## src/rtl/mem_wb_stage.sv

```systemverilog
// Reader end of the M stage: data-memory req/gnt/rvalid transaction, load alignment/extension,
// MEM/WB pipeline register and W-stage forwarding mux.
module mem_wb_stage #(
  parameter int unsigned MAX_WAIT = 16
) (
  input  logic        clk,
  input  logic        reset,
  input  logic        M_valid,
  input  logic [31:0] M_instr,
  input  logic [31:0] M_PC,
  input  logic [31:0] M_CAL_res,
  input  logic [31:0] M_RD2,
  input  logic [3:0]  M_mem_op,
  input  logic [2:0]  W_fwd_src_sel,
  output logic        dm_req,
  output logic        dm_we,
  output logic [31:0] dm_addr,
  output logic [3:0]  dm_be,
  output logic [31:0] dm_wdata,
  input  logic        dm_gnt,
  input  logic        dm_rvalid,
  input  logic [31:0] dm_rdata,
  output logic        M_stall,
  output logic        W_valid,
  output logic [31:0] W_instr,
  output logic [31:0] W_PC,
  output logic [31:0] W_CAL_res,
  output logic [31:0] W_DM_RD,
  output logic [1:0]  W_exc,
  output logic [31:0] W_fwd_src
);

  localparam int unsigned CNT_W = $clog2(MAX_WAIT + 1);

  localparam logic [3:0] OP_LW  = 4'd1;
  localparam logic [3:0] OP_LH  = 4'd2;
  localparam logic [3:0] OP_LHU = 4'd3;
  localparam logic [3:0] OP_LB  = 4'd4;
  localparam logic [3:0] OP_LBU = 4'd5;
  localparam logic [3:0] OP_SW  = 4'd6;
  localparam logic [3:0] OP_SH  = 4'd7;
  localparam logic [3:0] OP_SB  = 4'd8;

  localparam logic [1:0] EXC_NONE  = 2'd0;
  localparam logic [1:0] EXC_ALIGN = 2'd1;
  localparam logic [1:0] EXC_TMO   = 2'd2;

  typedef enum logic [1:0] {
    S_IDLE = 2'd0,
    S_REQ  = 2'd1,
    S_RESP = 2'd2
  } state_e;

  state_e           state_q, state_d;
  logic [CNT_W-1:0] cnt_q, cnt_d;

  logic        bus_we_q;
  logic [31:0] bus_addr_q;
  logic [3:0]  bus_be_q;
  logic [31:0] bus_wdata_q;

  logic        W_valid_q;
  logic [31:0] W_instr_q, W_PC_q, W_CAL_res_q, W_DM_RD_q;
  logic [1:0]  W_exc_q;

  logic        is_load_c, is_store_c, op_word_c, op_half_c, op_byte_c, sext_c;
  logic [1:0]  off_c;
  logic        misalign_c, live_c, issue_c, tmo_c;
  logic [3:0]  be_c;
  logic [31:0] wdata_c;
  logic        req_c;
  logic        complete_c, resp_ok_c;
  logic [1:0]  exc_c;
  logic [7:0]  ld_byte_c;
  logic [15:0] ld_half_c;
  logic [31:0] ld_data_c;

  // Operation decode; unknown codes behave as "no memory op".
  always_comb begin
    is_load_c  = 1'b0;
    is_store_c = 1'b0;
    op_word_c  = 1'b0;
    op_half_c  = 1'b0;
    op_byte_c  = 1'b0;
    sext_c     = 1'b0;
    case (M_mem_op)
      OP_LW:  begin is_load_c  = 1'b1; op_word_c = 1'b1; end
      OP_LH:  begin is_load_c  = 1'b1; op_half_c = 1'b1; sext_c = 1'b1; end
      OP_LHU: begin is_load_c  = 1'b1; op_half_c = 1'b1; end
      OP_LB:  begin is_load_c  = 1'b1; op_byte_c = 1'b1; sext_c = 1'b1; end
      OP_LBU: begin is_load_c  = 1'b1; op_byte_c = 1'b1; end
      OP_SW:  begin is_store_c = 1'b1; op_word_c = 1'b1; end
      OP_SH:  begin is_store_c = 1'b1; op_half_c = 1'b1; end
      OP_SB:  begin is_store_c = 1'b1; op_byte_c = 1'b1; end
      default: ;
    endcase
  end

  assign off_c      = M_CAL_res[1:0];
  assign misalign_c = (op_word_c & (off_c != 2'b00)) | (op_half_c & off_c[0]);
  assign live_c     = M_valid & (is_load_c | is_store_c);
  assign issue_c    = live_c & ~misalign_c;
  assign tmo_c      = (cnt_q == CNT_W'(MAX_WAIT - 1));

  // Lane enables and replicated store data for the current M op.
  always_comb begin
    be_c    = 4'b1111;
    wdata_c = M_RD2;
    if (op_half_c) begin
      be_c    = 4'b0011 << off_c;
      wdata_c = {2{M_RD2[15:0]}};
    end else if (op_byte_c) begin
      be_c    = 4'b0001 << off_c;
      wdata_c = {4{M_RD2[7:0]}};
    end
  end

  // Bus fields come straight from M in IDLE, then from the captured copy while waiting for gnt.
  always_comb begin
    req_c    = 1'b0;
    dm_we    = bus_we_q;
    dm_addr  = bus_addr_q;
    dm_be    = bus_be_q;
    dm_wdata = bus_wdata_q;
    case (state_q)
      S_IDLE: begin
        req_c    = issue_c;
        dm_we    = is_store_c;
        dm_addr  = {M_CAL_res[31:2], 2'b00};
        dm_be    = be_c;
        dm_wdata = wdata_c;
      end
      S_REQ:   req_c = 1'b1;
      default: req_c = 1'b0;
    endcase
  end

  // Reset must kill the request without waiting for a clock edge.
  assign dm_req = reset & req_c;

  // Next state, completion and exception code.
  always_comb begin
    state_d    = state_q;
    complete_c = 1'b0;
    resp_ok_c  = 1'b0;
    exc_c      = EXC_NONE;
    case (state_q)
      S_IDLE: begin
        if (live_c) begin
          if (misalign_c) begin
            complete_c = 1'b1;
            exc_c      = EXC_ALIGN;
          end else if (dm_gnt) begin
            if (is_store_c) complete_c = 1'b1;
            else            state_d    = S_RESP;
          end else begin
            state_d = S_REQ;
          end
        end
      end
      S_REQ: begin
        if (dm_gnt) begin
          if (bus_we_q) begin
            complete_c = 1'b1;
            state_d    = S_IDLE;
          end else begin
            state_d = S_RESP;
          end
        end else if (tmo_c) begin
          complete_c = 1'b1;
          exc_c      = EXC_TMO;
          state_d    = S_IDLE;
        end
      end
      S_RESP: begin
        if (dm_rvalid) begin
          complete_c = 1'b1;
          resp_ok_c  = 1'b1;
          state_d    = S_IDLE;
        end else if (tmo_c) begin
          complete_c = 1'b1;
          exc_c      = EXC_TMO;
          state_d    = S_IDLE;
        end
      end
      default: state_d = S_IDLE;
    endcase
  end

  assign M_stall = live_c & ~complete_c;

  // Wait counter restarts on every state change and is idle in IDLE.
  always_comb begin
    cnt_d = cnt_q + CNT_W'(1);
    if ((state_d != state_q) || (state_q == S_IDLE)) cnt_d = '0;
  end

  // Load alignment and extension.
  assign ld_byte_c = dm_rdata[{off_c, 3'b000} +: 8];
  assign ld_half_c = dm_rdata[{off_c[1], 4'b0000} +: 16];

  always_comb begin
    ld_data_c = 32'd0;
    if (op_word_c)      ld_data_c = dm_rdata;
    else if (op_half_c) ld_data_c = {{16{sext_c & ld_half_c[15]}}, ld_half_c};
    else if (op_byte_c) ld_data_c = {{24{sext_c & ld_byte_c[7]}}, ld_byte_c};
  end

  always_ff @(posedge clk or negedge reset) begin
    if (!reset) begin
      state_q     <= S_IDLE;
      cnt_q       <= '0;
      bus_we_q    <= 1'b0;
      bus_addr_q  <= 32'd0;
      bus_be_q    <= 4'd0;
      bus_wdata_q <= 32'd0;
      W_valid_q   <= 1'b0;
      W_instr_q   <= 32'd0;
      W_PC_q      <= 32'd0;
      W_CAL_res_q <= 32'd0;
      W_DM_RD_q   <= 32'd0;
      W_exc_q     <= EXC_NONE;
    end else begin
      state_q <= state_d;
      cnt_q   <= cnt_d;
      if ((state_q == S_IDLE) && issue_c) begin
        bus_we_q    <= is_store_c;
        bus_addr_q  <= {M_CAL_res[31:2], 2'b00};
        bus_be_q    <= be_c;
        bus_wdata_q <= wdata_c;
      end
      // A stalled M stage sends a bubble; everything else in W holds.
      if (M_stall) begin
        W_valid_q <= 1'b0;
      end else begin
        W_valid_q   <= M_valid;
        W_instr_q   <= M_instr;
        W_PC_q      <= M_PC;
        W_CAL_res_q <= M_CAL_res;
        W_exc_q     <= exc_c;
        W_DM_RD_q   <= (resp_ok_c && is_load_c) ? ld_data_c : 32'd0;
      end
    end
  end

  assign W_valid   = W_valid_q;
  assign W_instr   = W_instr_q;
  assign W_PC      = W_PC_q;
  assign W_CAL_res = W_CAL_res_q;
  assign W_DM_RD   = W_DM_RD_q;
  assign W_exc     = W_exc_q;

  // W-stage forwarding source.
  always_comb begin
    case (W_fwd_src_sel)
      3'd1:    W_fwd_src = W_CAL_res_q;
      3'd2:    W_fwd_src = W_DM_RD_q;
      3'd3:    W_fwd_src = W_PC_q + 32'd8;
      default: W_fwd_src = 32'd0;
    endcase
  end

endmodule

```

## config.mk

```make
export PLATFORM = sky130hd
export DESIGN_NAME = mem_wb_stage
export DESIGN_NICKNAME = d
export VERILOG_FILES = /design/src/rtl/mem_wb_stage.sv
export SDC_FILE = /design/constraint.sdc
export NUM_CORES = 1
export LEC_CHECK = 0
export ABC_AREA = 1
export BUFFER_PORTS_ARGS = -buffer_cell sky130_fd_sc_hd__buf_2
export CAP_MARGIN = 20
export CORE_MARGIN = 2
export CORE_UTILIZATION = 45
export DETAILED_ROUTE_END_ITERATION = 8
export PLACE_DENSITY = 0.75
export SETUP_SLACK_MARGIN = 0.4
export SLEW_MARGIN = 10
export SYNTH_ARGS = -nofsm -noshare
export SYNTH_HDL_FRONTEND = slang
export SYNTH_SLANG_ARGS = --single-unit
```

## constraint.sdc

```tcl
create_clock -name clk -period 2.2 [get_ports clk]
set_clock_uncertainty 0.2 [all_clocks]
set_input_delay 0.22 -clock clk [delete_from_list [all_inputs] [get_ports clk]]
set_output_delay 0.22 -clock clk [all_outputs]
set_load 0.02 [all_outputs]
```

Word level (Yosys, flattened, before mapping). Cells that the tools add are included.

Add/sub/neg operators: 2. Multiply operators: 0. Divide/modulo/power cells: 0. Order comparisons: 0. Eq/ne operators: 15. Shift-type cells: 4. Mux-type cells: 48. Bitwise operators: 12. Reductions and logical operators: 11.

Operator list (count): two-way mux 32 bit (8); one-hot mux 32 bit (3 select lines) (1); adder 32 x 4 -> 32 bit, second input constant (1); variable part select 32 x 6 -> 16 bit (1); variable part select 32 x 6 -> 8 bit (1); two-way mux 2 bit (11); two-way mux 1 bit (20); == test 4 x 3 -> 1 bit, second input constant (4); two-way mux 4 bit (3); one-hot mux 2 bit (3 select lines) (2); OR reduction 3 bit (3); AND 1 bit (8); == test 4 x 2 -> 1 bit, second input constant (2); == test 3 x 2 -> 1 bit, second input constant (2); adder 5 x 1 -> 5 bit, second input constant (1); == test 5 x 4 -> 1 bit, second input constant (1); two-way mux 5 bit (1); OR reduction 5 bit (1); == test 4 x 1 -> 1 bit, second input constant (1); == test 4 bit, second input constant (1); OR reduction 2 bit (2); << shifter 1 x 2 -> 4 bit, first input constant (1); << shifter 2 x 2 -> 4 bit, first input constant (1); == test 3 x 1 -> 1 bit, second input constant (1); 11 further kinds (14).

Flip-flop bits (word level): 205. Bits in latches: 0. Memory bits (writable): 0. Memory bits (read-only): 0. Input port bits: 172. Output and inout bits: 234. Logic and storage cells: 104. Memories kept: 0.

Longest topological paths before layout.
Word-level depth: 11. Depth in mapped cells: 13. Mapped depth without buffers: 11.

Least setup slack after synthesis. OpenSTA, ideal clock, no wires.

Kind: register to output. Start point: reg cnt_q[0]. End point: out M_stall. Data arrival time: 1889 ps. Data required time: 1780 ps. Slack: -109 ps. Stages on the path, launching flop included: 12. Path buffers: 2. Path through: dfrtp_1 ha_1 nand2_1 nor2_1 ha_1 inv_1 o21ai_0 a21oi_1 nand3_2 buf_6 buf_6 inv_1.

Cells in the longest elaborated chain, start to end: 6. Elaborated cells on any way between the ends: 7. Those cells by class: eq/ne: 1; mux: 4; bitwise: 2.

Ends and longest elaborated chain: from (decl) (RTL line 55) `logic [CNT_W-1:0] cnt_q, cnt_d;`; from (signal assigned) (RTL line 225) `cnt_q <= cnt_d;`; == test 5 x 4 -> 1 bit (*) (RTL line 103) `assign tmo_c = (cnt_q == CNT_W'(MAX_WAIT - 1));`; two-way mux 1 bit (*) (RTL line 169, 180); two-way mux 1 bit, on equally long branches (RTL line 176, 162); one-hot mux 1 bit (3 select lines) (*) (RTL line 147) `case (state_q)`; NOT 1 bit (*) (RTL line 190) `assign M_stall = live_c & ~complete_c;`; AND 1 bit (*) (RTL line 190); to (decl) (RTL line 23) `output logic M_stall,`.

Every way passes the cells marked *; elsewhere a longest branch is shown, timed or not.

Worst setup path in the final report.
Start point: reg cnt_q[1]. End point: out M_stall.

The elaborated chain is that of the path after synthesis.

==> results.sh <==
export IMPL_status="finished, violations left"
export IMPL_violations="negative setup slack"
export IMPL_yosys_area_top_type="dfrtp_1"
export IMPL_regArea_um2=5160
export IMPL_cp_arrival_ns=2.11
export IMPL_die_w_um=164
export IMPL_synth_area_leaders="dfrtp_1, nand2_1, nand4_1"
export IMPL_yosys_warnings=0
export IMPL_gp_congestion=0.943
export IMPL_cts_max_level=1
export IMPL_synthSimpleGateAreaFrac=0.357
export IMPL_cts_sinks=205
export IMPL_synthMuxAreaShare=0
export IMPL_cp_max_fo=3
export IMPL_core_area_um2=25200
export IMPL_drc_errors=0
export IMPL_first_iter_violations=2875
export IMPL_grt_start_max_net_pins=103
export IMPL_post_route_period_util=1.15
export IMPL_die_y_um=164
export IMPL_cts_root_buf="clkbuf_16"
export IMPL_setup_violations_final=296
export IMPL_cp_end_kind="primary output"
export IMPL_crit_type="flip-flop to primary output"
export IMPL_p_leak_nw=10.4
export IMPL_num_io_pins=406
export IMPL_synth_avg_cell_area_um2=7.01
export IMPL_netlist_area_leader_share=0.444
export IMPL_max_freq_mhz=395
export IMPL_portBuffers=403
export IMPL_synth_top_family_by_area="simple AND/OR/NAND/NOR gates"
export IMPL_p_per_area_nw_per_um2=830
export IMPL_cts_tree="built"
export IMPL_num_rows=58
export IMPL_grt_use_total=0.406
export IMPL_required_ns=1.78
export IMPL_maxSlewHeadroom=0.543
export IMPL_setup_slack_ns=-0.329
export IMPL_hpwl_mm=34.3
export IMPL_grt_use_met1=0.470
export IMPL_synth_cells=1647
export IMPL_initial_utilization=0.459
export IMPL_clock_latency_ns=0.52
export IMPL_multi_input_area_um2=6600
export IMPL_routedWlPerCell_um=25.2
export IMPL_drv_cap=0
export IMPL_drive_gt1_frac=0.379
export IMPL_vias=16600
export IMPL_min_period_ns=2.53
export IMPL_rsz0062_at_grt="yes"
export IMPL_die_area_um2=27000
export IMPL_grt_pass1_vias=15200
export IMPL_first_pass_iters=7
export IMPL_synth_seq_cells=205
export IMPL_synth_cell_types=34
export IMPL_viasPerCell=6.25
export IMPL_critPathLaunchType="flip-flop"
export IMPL_synth_fa_ha_area_frac=0.00758
export IMPL_async_flop_share=1.00
export IMPL_area_delta_synth_final_pct=73.0
export IMPL_hold_viol=0
export IMPL_hold_path_class="primary input to async pin"
export IMPL_nets=2485
export IMPL_synth_compound_area_share=0.0966
export IMPL_finalPower_mw=16.6
export IMPL_grt_util_met3=0.0944
export IMPL_route_antenna_remaining_nets=0
export IMPL_antenna_found_initial=1
export IMPL_cts_inserted_buffers=24
export IMPL_drt_wl_total_mm=66.7
export IMPL_grt_overflow_total=0
export IMPL_synth_edff_count=0
export IMPL_synth_seq_area_share=0.444
export IMPL_synthesis_area_um2=11600
export IMPL_synthXorXnorAreaFrac=0.00227
export IMPL_num_fill_cells=1474
export IMPL_grt_pass1_wl_mm=84.1
export IMPL_ys_flop_type="dfrtp_1"
export IMPL_max_clock_path_buffers=3
export IMPL_finalSetupTns_ns=-32.85
export IMPL_cts_clk_slew_worst_paths_ns=0.08
export IMPL_top_usage_layer="met2"
export IMPL_maxSlewViolCount=0
export IMPL_met2_usage=0.673
export IMPL_tightest_slew_ns=0.678
export IMPL_peakVddDrop_mv=0.781
==> through the flow <==
step                setup slack [ns]  hold slack [ns]  std cells  instance area (um2)  utilization
finish                        -0.329           0.0403       2651                20000        0.794
global route                  -0.368           0.0566       2651                20000        0.794
CTS                           -0.268          -0.0239       2603                18400        0.732
detailed placement           -0.0487          -0.0949       2333                14300        0.570
global placement             0.00291          -0.0975       2333                14300        0.570
floorplan                      0.136           -0.276       1648                11800            -
==> cells in the mapped netlist, types with 3 or more instances <==
master,n
ha_1,7
o211ai_1,10
nand4_1,134
nor3_1,14
nand2_1,625
nor2_1,73
a22oi_1,3
clkbuf_1,53
a21oi_1,14
o21ai_1,40
dfrtp_1,205
nand3_1,101
buf_2,26
xor2_1,3
buf_6,6
buf_4,4
o21ai_0,139
buf_1,19
inv_1,148
==> kinds of logic after synthesis <==
group,after synthesis
adder cells (fa/ha/maj),7
AND/OR/NAND/NOR,959
buffers and inverters,259
AO/OA/AOI/OAI,213
XOR/XNOR,3
flip-flops,205
other,1
==> power breakdown <==
group | total (mW) | switching (mW) | internal, mW
Clock | 4.22 | 1.73 | 2.49
Sequential | 5.21 | 0.725 | 4.48
Combinational | 7.15 | 4.20 | 2.96
==> cell type report <==
cell class / count / share of cell area
Multi-Input combinational cell: 1184 / 0.330
Antenna cell: 1 / 0.000125
Timing Repair Buffer: 739 / 0.319
Clock buffer: 32 / 0.0356
Sequential cell: 205 / 0.258
Tap cell: 330 / 0.0207
Timing Repair inverter: 1 / 0.000563
Inverter: 151 / 0.0307
Clock inverter: 8 / 0.00501
==> per-layer routing <==
layer	share of wire	routed length (um)	vias to the layer above
met5	0	0	-
met4	0.10	6860	0
met3	0.13	8370	583
met2	0.45	29700	1693
met1	0.33	21800	7559
li1	-	-	6723
==> repair_timing <==
action,4_1_cts,5_1_grt
hold endpoints to repair,398,0
buffers inserted,49,21
setup endpoints to repair,286,309
pin swaps,62,54
hold buffers,171,0
gates cloned,10,26
gates resized for setup,306,261
==> state kept, by name (all words and copies together), names as in the netlist, 4 cells and up <==
register / flops
bus_wdata_q: 32
bus_addr_q: 30
W_DM_RD: 32
bus_be_q: 4
W_PC: 32
cnt_q: 5
W_instr: 32
W_CAL_res: 32
==> worst max-delay path, stage by stage (launching register included) <==
cell and delay (ns):
dfrtp_1 0.44, ha_4 0.19, nand2_4 0.05, nor2_2 0.09, ha_2 0.22, inv_2 0.07, o21ai_4 0.15, a21oi_4 0.09
nand3_4 0.08, clkinv_4 0.08, buf_6 0.13
==> path summary, 6_finish.rpt <==
kind,start,endpoint,slack [ns],cells after the start
max reg2reg,state_q[0],bus_wdata_q[3],-0.28,12
min,reset,bus_wdata_q[3],0.04,3
max,cnt_q[1],M_stall,-0.33,10
min reg2reg,bus_addr_q[30],bus_addr_q[30],0.30,2
min in group clk,M_RD2[17],bus_wdata_q[17],0.07,5
max in group asynchronous,reset,W_PC[27],0.83,4
==> placed cells by master (no fill, tap or decap), drive strengths merged, types with 2 or more instances in the layout <==
master and n:
clkinv 7, nor3 14, ha 7, conb 2
or2 2, o211ai 10, buf 555, bufinv 2
clkbuf 46, dfrtp 205, dlygate4sd3 170, nand4 134
nand3 103, nand2 627, inv 150, xor2 3
o21bai 2, o21a 2, nand3b 2, nor2 76
a21oi 14, a22oi 3, o21ai 179
Power figures use the tool's default switching activity.
